`src/rtl/acc_flit_arbiter_if.sv`:
```
`default_nettype none
// ============================================================================
//  Module   : acc_flit_arbiter_if
//  Purpose  : Bundle of the accelerator-side flit streams and the merged
//             NoC injection port seen by acc_flit_arbiter.
//  Revision : 1.0 - initial release
// ============================================================================
interface acc_flit_arbiter_if #(
  parameter int NUM_IN    = 2,
  parameter int FLIT_BITS = 32,
  parameter int SEL_BITS  = $clog2(NUM_IN)
);
  logic [NUM_IN*FLIT_BITS-1:0] in_data;
  logic [NUM_IN-1:0]           in_valid;
  logic [NUM_IN-1:0]           in_ready;
  logic [FLIT_BITS-1:0]        out_data;
  logic                        out_valid;
  logic                        out_ready;
  logic [SEL_BITS-1:0]         out_src;
  logic                        locked;

  // Arbiter side: consumes the streams, produces the merged port.
  modport slave (
    input  in_data, in_valid, out_ready,
    output in_ready, out_data, out_valid, out_src, locked
  );

  // Environment side: accelerators upstream plus the NoC downstream.
  modport master (
    output in_data, in_valid, out_ready,
    input  in_ready, out_data, out_valid, out_src, locked
  );
endinterface
`default_nettype wire

```
`src/rtl/acc_flit_arbiter.sv`:
```
`default_nettype none
// ============================================================================
//  Module   : acc_flit_arbiter
//  Purpose  : Round-robin merge of NUM_IN accelerator flit streams onto one
//             NoC injection port. A grant is held for a whole message, i.e.
//             until a flit with notFinalFlit=0 has been accepted.
//  Revision : 1.0 - initial release
// ============================================================================
module acc_flit_arbiter #(
  parameter int NUM_IN    = 2,
  parameter int SEL_BITS  = $clog2(NUM_IN),
  parameter int FLIT_BITS = 32,
  parameter int NF_BIT    = 0            // position of notFinalFlit in a flit
) (
  input  wire                  clk,
  input  wire                  rst_n,
  acc_flit_arbiter_if.slave    bus
);

  typedef enum logic [0:0] {
    ST_IDLE   = 1'b0,
    ST_LOCKED = 1'b1
  } state_t;

  state_t                r_state;
  logic                  r_full;
  logic [FLIT_BITS-1:0]  r_data;
  logic [SEL_BITS-1:0]   r_src;
  logic [SEL_BITS-1:0]   r_last;
  logic [SEL_BITS-1:0]   r_owner;

  logic                  w_space;
  logic                  w_hi_any;
  logic [SEL_BITS-1:0]   w_hi_sel;
  logic                  w_lo_any;
  logic [SEL_BITS-1:0]   w_lo_sel;
  logic [SEL_BITS-1:0]   w_sel;
  logic [SEL_BITS-1:0]   w_grant;
  logic [NUM_IN-1:0]     w_ready;
  logic                  w_push;
  logic [FLIT_BITS-1:0]  w_flit;

  // The output register can take a flit if empty or being drained this cycle.
  assign w_space = !r_full || bus.out_ready;

  // Rotating priority: lowest requester above lastGrant wins, else lowest overall.
  always_comb begin
    w_hi_any = 1'b0;
    w_hi_sel = '0;
    w_lo_any = 1'b0;
    w_lo_sel = '0;
    for (int i = NUM_IN - 1; i >= 0; i--) begin
      if (bus.in_valid[i]) begin
        if (i > int'(r_last)) begin
          w_hi_any = 1'b1;
          w_hi_sel = SEL_BITS'(i);
        end
        w_lo_any = 1'b1;
        w_lo_sel = SEL_BITS'(i);
      end
    end
    w_sel = w_hi_any ? w_hi_sel : w_lo_sel;
  end

  // Ready is one-hot on the winner; a locked owner keeps ready even when idle.
  always_comb begin
    w_grant = (r_state == ST_LOCKED) ? r_owner : w_sel;
    w_ready = '0;
    if (rst_n && w_space && ((r_state == ST_LOCKED) || w_lo_any)) begin
      w_ready = NUM_IN'(1) << w_grant;
    end
  end

  // Select the granted stream's flit for capture.
  always_comb begin
    w_flit = '0;
    for (int i = 0; i < NUM_IN; i++) begin
      if (SEL_BITS'(i) == w_grant) begin
        w_flit = bus.in_data[i*FLIT_BITS +: FLIT_BITS];
      end
    end
  end

  assign w_push = |(bus.in_valid & w_ready);

  // Arbitration state and output buffer, updated on the falling edge.
  always_ff @(negedge clk) begin
    if (!rst_n) begin
      r_state <= ST_IDLE;
      r_full  <= 1'b0;
      r_data  <= '0;
      r_src   <= '0;
      r_last  <= SEL_BITS'(NUM_IN - 1);
      r_owner <= '0;
    end else if (w_push) begin
      r_full <= 1'b1;
      r_data <= w_flit;
      r_src  <= w_grant;
      if (w_flit[NF_BIT]) begin
        r_state <= ST_LOCKED;
        r_owner <= w_grant;
      end else begin
        r_state <= ST_IDLE;
        r_last  <= w_grant;
      end
    end else if (bus.out_ready) begin
      r_full <= 1'b0;
    end
  end

  assign bus.in_ready  = w_ready;
  assign bus.out_data  = r_data;
  assign bus.out_valid = r_full;
  assign bus.out_src   = r_src;
  assign bus.locked    = (r_state == ST_LOCKED);

endmodule
`default_nettype wire

```
`src/flat_wrapper.sv`:
```
// flat-port wrapper written by rule: the top's interface ports become plain ports
module acc_flit_arbiter_flat 
#(
  parameter int NUM_IN    = 2,
  parameter int SEL_BITS  = $clog2(NUM_IN),
  parameter int FLIT_BITS = 32,
  parameter int NF_BIT    = 0                                                 
)
  (clk, rst_n, bus_in_data, bus_in_valid, bus_out_ready, bus_in_ready, bus_out_data, bus_out_valid, bus_out_src, bus_locked);
  acc_flit_arbiter_if #(.NUM_IN(NUM_IN), .FLIT_BITS(FLIT_BITS), .SEL_BITS(SEL_BITS)) bus_i ();
  input  wire clk;
  input  wire rst_n;
  input wire logic [$bits(bus_i.in_data)-1:0] bus_in_data;
  input wire logic [$bits(bus_i.in_valid)-1:0] bus_in_valid;
  input wire logic [$bits(bus_i.out_ready)-1:0] bus_out_ready;
  output wire logic [$bits(bus_i.in_ready)-1:0] bus_in_ready;
  output wire logic [$bits(bus_i.out_data)-1:0] bus_out_data;
  output wire logic [$bits(bus_i.out_valid)-1:0] bus_out_valid;
  output wire logic [$bits(bus_i.out_src)-1:0] bus_out_src;
  output wire logic [$bits(bus_i.locked)-1:0] bus_locked;
  assign bus_i.in_data = bus_in_data;
  assign bus_i.in_valid = bus_in_valid;
  assign bus_i.out_ready = bus_out_ready;
  assign bus_in_ready = bus_i.in_ready;
  assign bus_out_data = bus_i.out_data;
  assign bus_out_valid = bus_i.out_valid;
  assign bus_out_src = bus_i.out_src;
  assign bus_locked = bus_i.locked;
  acc_flit_arbiter #(.NUM_IN(NUM_IN), .SEL_BITS(SEL_BITS), .FLIT_BITS(FLIT_BITS), .NF_BIT(NF_BIT)) u_core (.clk(clk), .rst_n(rst_n), .bus(bus_i));
endmodule
```
`config.mk`:
```
export PLATFORM = sky130hd
export DESIGN_NAME = acc_flit_arbiter_flat
export DESIGN_NICKNAME = d
export VERILOG_FILES = /design/src/rtl/acc_flit_arbiter_if.sv /design/src/rtl/acc_flit_arbiter.sv /design/src/flat_wrapper.sv
export SDC_FILE = /design/constraint.sdc
export NUM_CORES = 1
export LEC_CHECK = 0
export CORE_AREA = 5 5 63 93
export CTS_CLUSTER_DIAMETER = 50
export DETAILED_ROUTE_END_ITERATION = 8
export DIE_AREA = 0 0 68 98
export GPL_TIMING_DRIVEN = 0
export PLACE_DENSITY = 0.78
export SYNTH_ARGS = -nofsm -noshare
export SYNTH_HDL_FRONTEND = slang
export SYNTH_SLANG_ARGS = --single-unit
export TNS_END_PERCENT = 50
```
`constraint.sdc`:
```
create_clock -name clk -period 2 [get_ports clk]
set_input_delay 0.2 -clock clk [delete_from_list [all_inputs] [get_ports clk]]
set_output_delay 0.2 -clock clk [all_outputs]
set_load 0.01 [all_outputs]
```
==> results.py, run 1 <==
metrics = {
    "status": {
        "status": "complete, but fails checks",
        "violations": "negative setup slack",
    },
    "global_routing": {
        "grt_pass1_wl_mm": 10.84,
        "grt.total_usage_pct": 21.04,
        "grt_pass1_vias": 2428,
        "overflow": 0,
        "grt_antenna_before_repair": 0,
        "grt_max_degree": 11,
    },
    "hold_path": {
        "worstHoldPathCells": 2,
        "hp-class": "reg -> reg",
    },
    "routing": {
        "avgRoutedWirePerCell_um": 16.48,
        "ant_nets": 0,
        "viasPerCell": 5.123,
        "drc": 0,
        "routed_wl_mm": 7.497,
        "vias": 2331,
        "first_pass_iters": 4,
        "initialDrtViolationCount": 142,
    },
    "job": {
        "cap_violations": 0,
    },
    "synth": {
        "synthTopCellsByArea": "dfxtp_1 40%, nand2_1 14%, a311oi_1 12%",
        "synth_fp_nets": 288,
        "synth_top_area_share_pct": 40.11,
        "synth.largest_area_cell": "dfxtp_1",
        "ys_ff_latch": 36,
        "avgSynthCellArea_um2": 8.204,
        "yosysUniqueCellTypes": 29,
        "ys_warn_count": 0,
        "netlist_area_mm2": 0.001797,
        "seq_area_frac_synth_pct": 40.11,
        "netlist_instances": 219,
    },
    "place": {
        "place_area_mm2": 0.003014,
        "finalWeightedCongestion": 0.8083,
        "port_buffers": 105,
        "dp_hpwl_mm": 4.496,
    },
    "floorplanning": {
        "die_w_um": 68,
        "fp.coreArea_mm2": 0.005005,
        "die-height_um": 98,
        "die_area_mm2": 0.006664,
        "initial_utilization_pct": 35.90,
        "std_cell_rows": 32,
        "io_pins": 106,
    },
    "clocking": {
        "cts-root-buf": "clkbuf_8",
        "clock_path_buffers": 2,
        "cts_tree": "done",
        "h-tree-depth": 2,
        "clkSinkCount": 36,
        "clkTransAtPathRegs_ns": 0.03,
        "cts_buffers": 5,
        "clkLatencyLatePin_ns": 0.36,
    },
    "timing": {
        "clock_skew_ns": 0.01571,
        "hold_violations": 0,
        "rsz0062_at_grt": "yes",
        "setup_viol": 39,
        "slew_viol_final": 0,
        "worstMarginPinSlew_ns": 0.7016,
        "setup_slack_ns": -0.5936,
        "whs_ns": 0.4739,
        "relSlewSlack_pct": 53.22,
    },
    "setup_path": {
        "crit_type": "reg -> out",
        "cp-end-kind": "output pin",
        "cp-start-kind": "register",
        "arrival_ns": 2.39,
        "cp_max_fo": 2,
        "required_ns": 1.80,
        "rr_worst_depth": 5,
    },
    "power": {
        "p_leak_nw": 1.645,
        "comb_power_share_pct": 33.8,
        "powerDensity_mw_per_mm2": 666.9,
        "internal-power_mw": 1.610,
        "seq_power_share_pct": 34.6,
        "p_clk_share_pct": 31.6,
        "power_switching_mw": 0.8553,
        "swShare_pct": 34.69,
        "peakVddDrop_mv": 0.5122,
    },
    "layout": {
        "final_cell_area_mm2": 0.003697,
        "antenna_cells": 0,
        "area_growth_pct": 105.8,
        "final_cell_mix": "64 x nand2_1, 64 x clkdlybuf4s50_1, 49 x buf_6",
        "drive_above_1_share_pct": 40.31,
        "nets": 455,
    },
}
[area by class of cell]
| type | count | area [um2] |
|---|---|---|
| Buffer | 19 | 215.2 |
| Multi-Input combinational cell | 154 | 1054 |
| Fill cell | 351 | 1308 |
| Clock inverter | 39 | 147.6 |
| Inverter | 5 | 18.77 |
| Timing Repair Buffer | 129 | 1345 |
| Clock buffer | 5 | 68.82 |
| Tap cell | 68 | 85.08 |
| Sequential cell | 36 | 763.2 |
[kinds of logic after synthesis]
kind of cell / share of synthesized area (%)
DFF: 40.11
buffers and inverters: 9.261
and+or+nand+nor: 16.85
AOI/OAI and AO/OA: 33.22
muxes: 0.5571
[flip-flops by register name, summed over array words and instances, names as in the netlist]
name	cells
u_core.r_last	1
u_core.r_owner	1
u_core.bus.out_data	32
u_core.bus.out_src	1
u_core.bus.out_valid	1
[power by group through the flow]
stage	sequential (mW)	clock, mW	combinational [mW]
6_report	0.854	0.779	0.833
5_1_grt	0.857	0.888	0.886
4_1_cts	0.834	0.800	0.711
3_5_place_dp	0.836	0.113	0.662
3_3_place_gp	0.833	0.113	0.655
2_1_floorplan	0.864	0.113	0.296
[cell usage after synthesis]
cell type,instances
o211ai_1,1
inv_1,5
a21oi_2,1
a211oi_1,1
a311o_1,1
buf_6,5
nand2_1,66
a31oi_1,1
clkbuf_1,6
a21oi_1,32
nor2_1,6
a311oi_2,7
buf_4,2
a21o_1,2
a311oi_1,24
o21a_1,1
mux2i_1,1
o21ai_4,1
a41oi_1,1
nand2b_1,1
o31ai_1,1
dfxtp_1,36
and2_1,2
o21ai_0,1
buf_2,10
nand2b_4,1
clkinv_1,1
o221a_2,1
a21bo_2,1
[metal layers]
layer  vias up  share of wire (%)  global-route usage, %
met1      1085                 35                  21.10
met4         0                2.6                  9.495
li1       1121                  -                      -
met5         -                  0                      0
met2       105                 55                  37.89
met3        20                7.3                  6.444
[stage by stage]
| step | std cells | power (mW) | TNS, ns | utilization (%) | setup slack [ns] |
|---|---|---|---|---|---|
| floorplan | 219 | 1.273 | -7.858 | - | -0.2308 |
| global placement | 392 | 1.601 | -39.45 | 60.22 | -1.043 |
| detailed placement | 392 | 1.611 | -41.29 | 60.22 | -1.119 |
| CTS | 449 | 2.345 | -4.212 | 67.13 | -0.6053 |
| global route | 455 | 2.631 | -9.409 | 73.88 | -0.6451 |
| finish | 455 | 2.466 | -7.902 | 73.88 | -0.5936 |
[worst max-delay path, stage by stage (launching register included)]
cell,delay [ns]
dfxtp_2,0.31
a21bo_4,0.23
o21a_4,0.20
buf_8,0.12
nor2_4,0.08
buf_6,0.10
[what timing repair did]
item,CTS,global route
setup endpoints to repair,73,71
hold buffers,0,0
buffers inserted,14,7
pin swaps,9,15
resized for setup,219,64
cloned,3,1
[worst paths after layout]
check                                  startpoint                                  end  slack (ns)
setup / recovery       u_core.r_last$_SDFFE_NN1P_                      bus_in_ready[1]       -0.59
hold / removal    u_core.bus.out_src$_SDFFE_NN0P_      u_core.bus.out_src$_SDFFE_NN0P_        0.47
setup reg to reg      u_core.r_owner$_SDFFE_NN0P_  u_core.bus.out_data[6]$_SDFFE_NN0P_        0.36
hold reg to reg   u_core.bus.out_src$_SDFFE_NN0P_      u_core.bus.out_src$_SDFFE_NN0P_        0.47
Power figures use the tool's default switching activity.
==> run 2: changes to the inputs <==
- TNS_END_PERCENT: 50 -> unset
==> results.py, run 2 (synthesis gave the netlist of run 1 again) <==
metrics = {
    "clocking": {
        "cts-root-buf": "clkbuf_8",
        "cts_tree": "done",
        "cts_buffers": 5,
        "h-tree-depth": 2,
        "clkLatencyLatePin_ns": 0.36,
        "clock_path_buffers": 2,
        "ctsHoldBuffers": 0,
        "clkTransAtPathRegs_ns": 0.03,
        "clkSinkCount": 36,
    },
    "layout": {
        "nFillCells": 358,
        "nets": 459,
        "antenna_cells": 0,
        "largest_reg_flops": 32,
        "final_cell_mix": "65 x nand2_1, 64 x clkdlybuf4s50_1, 46 x buf_6",
        "final_cell_area_mm2": 0.003785,
        "drive_above_1_share_pct": 45.78,
        "area_growth_pct": 110.7,
        "final_common_cell": "nand2_1",
    },
    "job": {
        "cap_violations": 0,
    },
    "global_routing": {
        "grt_antenna_before_repair": 0,
        "grt_max_degree": 11,
        "grt.total_usage_pct": 19.80,
        "grt_pass1_vias": 2391,
        "grt_pass1_wl_mm": 10.39,
        "overflow": 0,
    },
    "floorplanning": {
        "die_w_um": 68,
        "io_pins": 106,
        "fp.coreArea_mm2": 0.005005,
        "die_area_mm2": 0.006664,
        "die-height_um": 98,
        "initial_utilization_pct": 35.90,
        "std_cell_rows": 32,
    },
    "place": {
        "dp_slack_ns": -1.098,
        "port_buffers": 105,
        "dp_hpwl_mm": 4.454,
        "finalWeightedCongestion": 0.7946,
        "place_area_mm2": 0.003024,
    },
    "hold_path": {
        "hp-class": "reg -> reg",
        "worstHoldPathCells": 2,
    },
    "routing": {
        "routed_wl_mm": 7.151,
        "initialDrtViolationCount": 170,
        "ant_nets": 0,
        "drc": 0,
        "avgRoutedWirePerCell_um": 15.58,
        "first_pass_iters": 4,
        "viasPerCell": 5.024,
        "vias": 2306,
    },
    "status": {
        "status": "complete, but fails checks",
        "violations": "negative setup slack",
    },
    "timing": {
        "clock_skew_ns": 0.01757,
        "rsz0062_at_grt": "yes",
        "relSlewSlack_pct": 76.89,
        "hold_violations": 0,
        "worstMarginPinSlew_ns": 0.3466,
        "slew_viol_final": 0,
        "finalSetupTns_ns": -8.341,
        "setup_viol": 40,
        "setup_slack_ns": -0.6220,
    },
    "setup_path": {
        "worstReg2RegStart": "u_core.bus.out_valid$_SDFFE_NN0P_",
        "cp-start-kind": "register",
        "cp-endpoint": "bus_in_ready[1]",
        "required_ns": 1.80,
        "r2r_slack_ns": 0.33,
        "crit_type": "reg -> out",
        "cp_max_fo": 5,
        "crit_start": "u_core.r_last$_SDFFE_NN1P_",
        "reg2reg_to": "u_core.r_last$_SDFFE_NN1P_",
        "cp-end-kind": "output pin",
        "arrival_ns": 2.42,
        "rr_worst_depth": 8,
    },
    "power": {
        "peakVddDrop_mv": 0.4954,
        "powerDensity_mw_per_mm2": 655.7,
        "p_leak_nw": 1.671,
    },
}
[run 2: cell types whose count changed in the layout (fill, tap and decap cells not counted), moves of 5 or more]
cell and change:
buf_4 +8, a311oi_2 +11, a21oi_2 +6, a21oi_1 -6
a311oi_1 -11, clkbuf_2 +5
[run 2: area by class of cell]
class | count | area [um2] | area share, %
plain buffers | 20 | 227.7 | 6.017
clock buffers | 5 | 68.82 | 1.818
clock inverters | 39 | 147.6 | 3.901
inverters | 5 | 18.77 | 0.4959
multi-input cells | 154 | 1137 | 30.05
flip-flops and latches | 36 | 767.0 | 20.26
well taps | 68 | 85.08 | 2.248
repair buffers | 132 | 1333 | 35.21
[run 2: report_power, final]
part           total (mW)  switching [mW]  internal (mW)
Clock               0.774           0.445          0.329
Combinational       0.851           0.361          0.490
Sequential          0.857          0.0540          0.803
[run 2: worst max-delay path, stage by stage (launching register included)]
cell and delay, ns:
dfxtp_2 0.31, a21bo_4 0.22, o21a_4 0.21, buf_8 0.13, nor2_4 0.09, buf_6 0.10
[run 2: worst min-delay path by stage]
stage / from / to
2_1_floorplan: u_core.bus.out_src$_SDFFE_NN0P_ / u_core.bus.out_src$_SDFFE_NN0P_
3_3_place_gp: u_core.bus.out_src$_SDFFE_NN0P_ / u_core.bus.out_src$_SDFFE_NN0P_
3_5_place_dp: u_core.bus.out_src$_SDFFE_NN0P_ / u_core.bus.out_src$_SDFFE_NN0P_
4_1_cts: u_core.bus.out_src$_SDFFE_NN0P_ / u_core.bus.out_src$_SDFFE_NN0P_
5_1_grt: u_core.bus.out_src$_SDFFE_NN0P_ / u_core.bus.out_src$_SDFFE_NN0P_
6_report: u_core.bus.out_src$_SDFFE_NN0P_ / u_core.bus.out_src$_SDFFE_NN0P_
[run 2: per-layer routing]
layer	track usage [%]	up-vias	wire length (um)
met4	9.954	0	162
met5	0	-	0
li1	-	1125	-
met3	6.674	14	436
met1	19.57	1087	2660
met2	35.07	80	3891
[run 2: per-stage QoR]
stage / hold slack, ns / total power [mW] / instances / util [%]
floorplan: 0.4927 / 1.277 / 219 / -
global placement: 0.4660 / 1.608 / 392 / 60.43
detailed placement: 0.4748 / 1.616 / 392 / 60.43
CTS: 0.4757 / 2.333 / 448 / 66.98
global route: 0.5135 / 2.683 / 459 / 75.63
finish: 0.4932 / 2.482 / 459 / 75.63
[run 2: timing repair]
item | CTS | global route
setup buffers | 14 | 11
resized for setup | 215 | 77
endpoints found under the setup margin | 73 | 73
gates cloned | 1 | 1
pin swaps | 6 | 9
==> run 3: changes to the inputs <==
- CORE_AREA: 5 5 63 93 -> 2 2 60 90
- DIE_AREA: 0 0 68 98 -> 0 0 62 92
==> results.py, run 3 (synthesis gave the netlist of run 1 again) <==
metrics = {
    "status": {
        "status": "complete, but fails checks",
        "violations": "negative setup slack",
    },
    "layout": {
        "finalNonFillerCells": 460,
        "nFillCells": 349,
        "final_common_cell": "nand2_1",
        "regArea_um2": 764.5,
        "drive_above_1_share_pct": 43.88,
        "nets": 461,
        "area_growth_pct": 111.8,
        "largest_reg_flops": 32,
        "antenna_cells": 0,
        "final_cell_mix": "65 x nand2_1, 64 x clkdlybuf4s50_1, 56 x buf_6",
        "multi_input_area_mm2": 0.001124,
        "final_cell_area_mm2": 0.003805,
    },
    "global_routing": {
        "grt_pass1_wl_mm": 10.06,
        "grt_pass1_vias": 2281,
        "overflow": 0,
        "grt_antenna_before_repair": 0,
        "grt_max_degree": 11,
        "grt.total_usage_pct": 22.94,
    },
    "timing": {
        "relSlewSlack_pct": 50.03,
        "clock_skew_ns": 0.03194,
        "rsz0062_at_grt": "yes",
        "worstMarginPinSlew_ns": 0.7495,
        "whs_ns": 0.4806,
        "setup_viol": 40,
        "slew_viol_final": 0,
        "hold_violations": 0,
        "setup_slack_ns": -0.6301,
    },
    "floorplanning": {
        "initial_utilization_pct": 35.90,
        "die_w_um": 62,
        "die-height_um": 92,
        "die_area_mm2": 0.005704,
        "fp.coreArea_mm2": 0.005005,
        "std_cell_rows": 32,
        "io_pins": 106,
    },
    "setup_path": {
        "cp-start-kind": "register",
        "path_cells": "a21bo_4 > o21a_4 > buf_8 > nor2_4 > buf_6",
        "crit_type": "reg -> out",
        "arrival_ns": 2.43,
        "cp_slowest_cell": "dfxtp_2",
        "required_ns": 1.80,
        "cp-end-kind": "output pin",
        "cp_max_fo": 4,
        "critPathMaxStageDelay_ns": 0.31,
    },
    "job": {
        "cap_violations": 0,
    },
    "power": {
        "powerDensity_mw_per_mm2": 660.6,
        "peakVddDrop_mv": 0.4218,
        "p_leak_nw": 1.675,
    },
    "clocking": {
        "cts-root-buf": "clkbuf_8",
        "h-tree-depth": 2,
        "clkTransAtPathRegs_ns": 0.03,
        "cts_buffers": 5,
        "cts_tree": "done",
        "clkLatencyLatePin_ns": 0.37,
        "clock_path_buffers": 2,
        "clkSinkCount": 36,
    },
    "place": {
        "port_buffers": 105,
        "dp_hpwl_mm": 4.242,
        "place_area_mm2": 0.003024,
        "finalWeightedCongestion": 0.8183,
        "dp_cells": 392,
    },
    "routing": {
        "vias": 2420,
        "first_pass_iters": 4,
        "drc": 0,
        "routed_wl_mm": 7.303,
        "initialDrtViolationCount": 132,
        "avgRoutedWirePerCell_um": 15.88,
        "ant_nets": 0,
        "viasPerCell": 5.261,
    },
    "hold_path": {
        "hp-class": "reg -> reg",
    },
}
==> run 3: cell types whose count changed in the layout (fill, tap and decap cells not counted), sizes merged <==
cell	delta
clkbuf	-2
inv	-2
buf	+4
clkinvlp	+1
==> run 3: critical path: cells and delay by family, from the launching register on <==
kind                   cells  cell delay, ns
AOI/OAI and AO/OA          2            0.44
buffers and inverters      2            0.23
DFF                        1            0.31
and+or+nand+nor            1            0.10
==> run 3: routing by layer <==
layer	global-route usage, %	part of all wire (%)	up-vias
li1	-	-	1130
met1	23.84	35	1142
met2	39.84	56	122
met3	8.039	6.1	26
met4	9.043	3.0	0
met5	0	0	-
==> run 3: worst paths after layout <==
check	startpoint	endpoint	slack, ns	cells past startpoint
min	u_core.bus.out_src$_SDFFE_NN0P_	u_core.bus.out_src$_SDFFE_NN0P_	0.48	2
max reg2reg	u_core.bus.out_valid$_SDFFE_NN0P_	u_core.bus.out_data[6]$_SDFFE_NN0P_	0.24	10
min reg2reg	u_core.bus.out_src$_SDFFE_NN0P_	u_core.bus.out_src$_SDFFE_NN0P_	0.48	2
max	u_core.r_last$_SDFFE_NN1P_	bus_in_ready[1]	-0.63	5
==> run 3: what timing repair did <==
action,4_1_cts,5_1_grt
hold buffers,0,0
gates cloned,1,2
buffers inserted,17,12
resized for setup,200,93
endpoints found under the setup margin,73,73
pin swaps,6,12
==> run 3: area by class of cell <==
class | count | area share (%)
Timing Repair Buffer | 136 | 37.32
Multi-Input combinational cell | 154 | 29.53
Sequential cell | 36 | 20.09
Buffer | 18 | 4.702
Clock inverter | 38 | 3.815
Tap cell | 68 | 2.236
Clock buffer | 5 | 1.809
Inverter | 5 | 0.4933
==> run 3: stage by stage <==
stage | setup WS (ns) | setup TNS [ns] | power [mW] | util (%)
finish | -0.6301 | -12.93 | 2.514 | 76.02
global route | -0.6786 | -14.31 | 2.680 | 76.02
CTS | -0.6787 | -12.25 | 2.301 | 65.93
floorplan | -0.2307 | -7.816 | 1.277 | -
global placement | -1.031 | -39.00 | 1.603 | 60.43
detailed placement | -1.126 | -40.78 | 1.612 | 60.43
==> run 3: report_power, final <==
part | internal (mW) | switching [mW] | leakage, nW
Combinational | 0.498 | 0.371 | 1.14
Sequential | 0.803 | 0.0511 | 0.309
Clock | 0.328 | 0.463 | 0.228
Total | 1.63 | 0.885 | 1.67
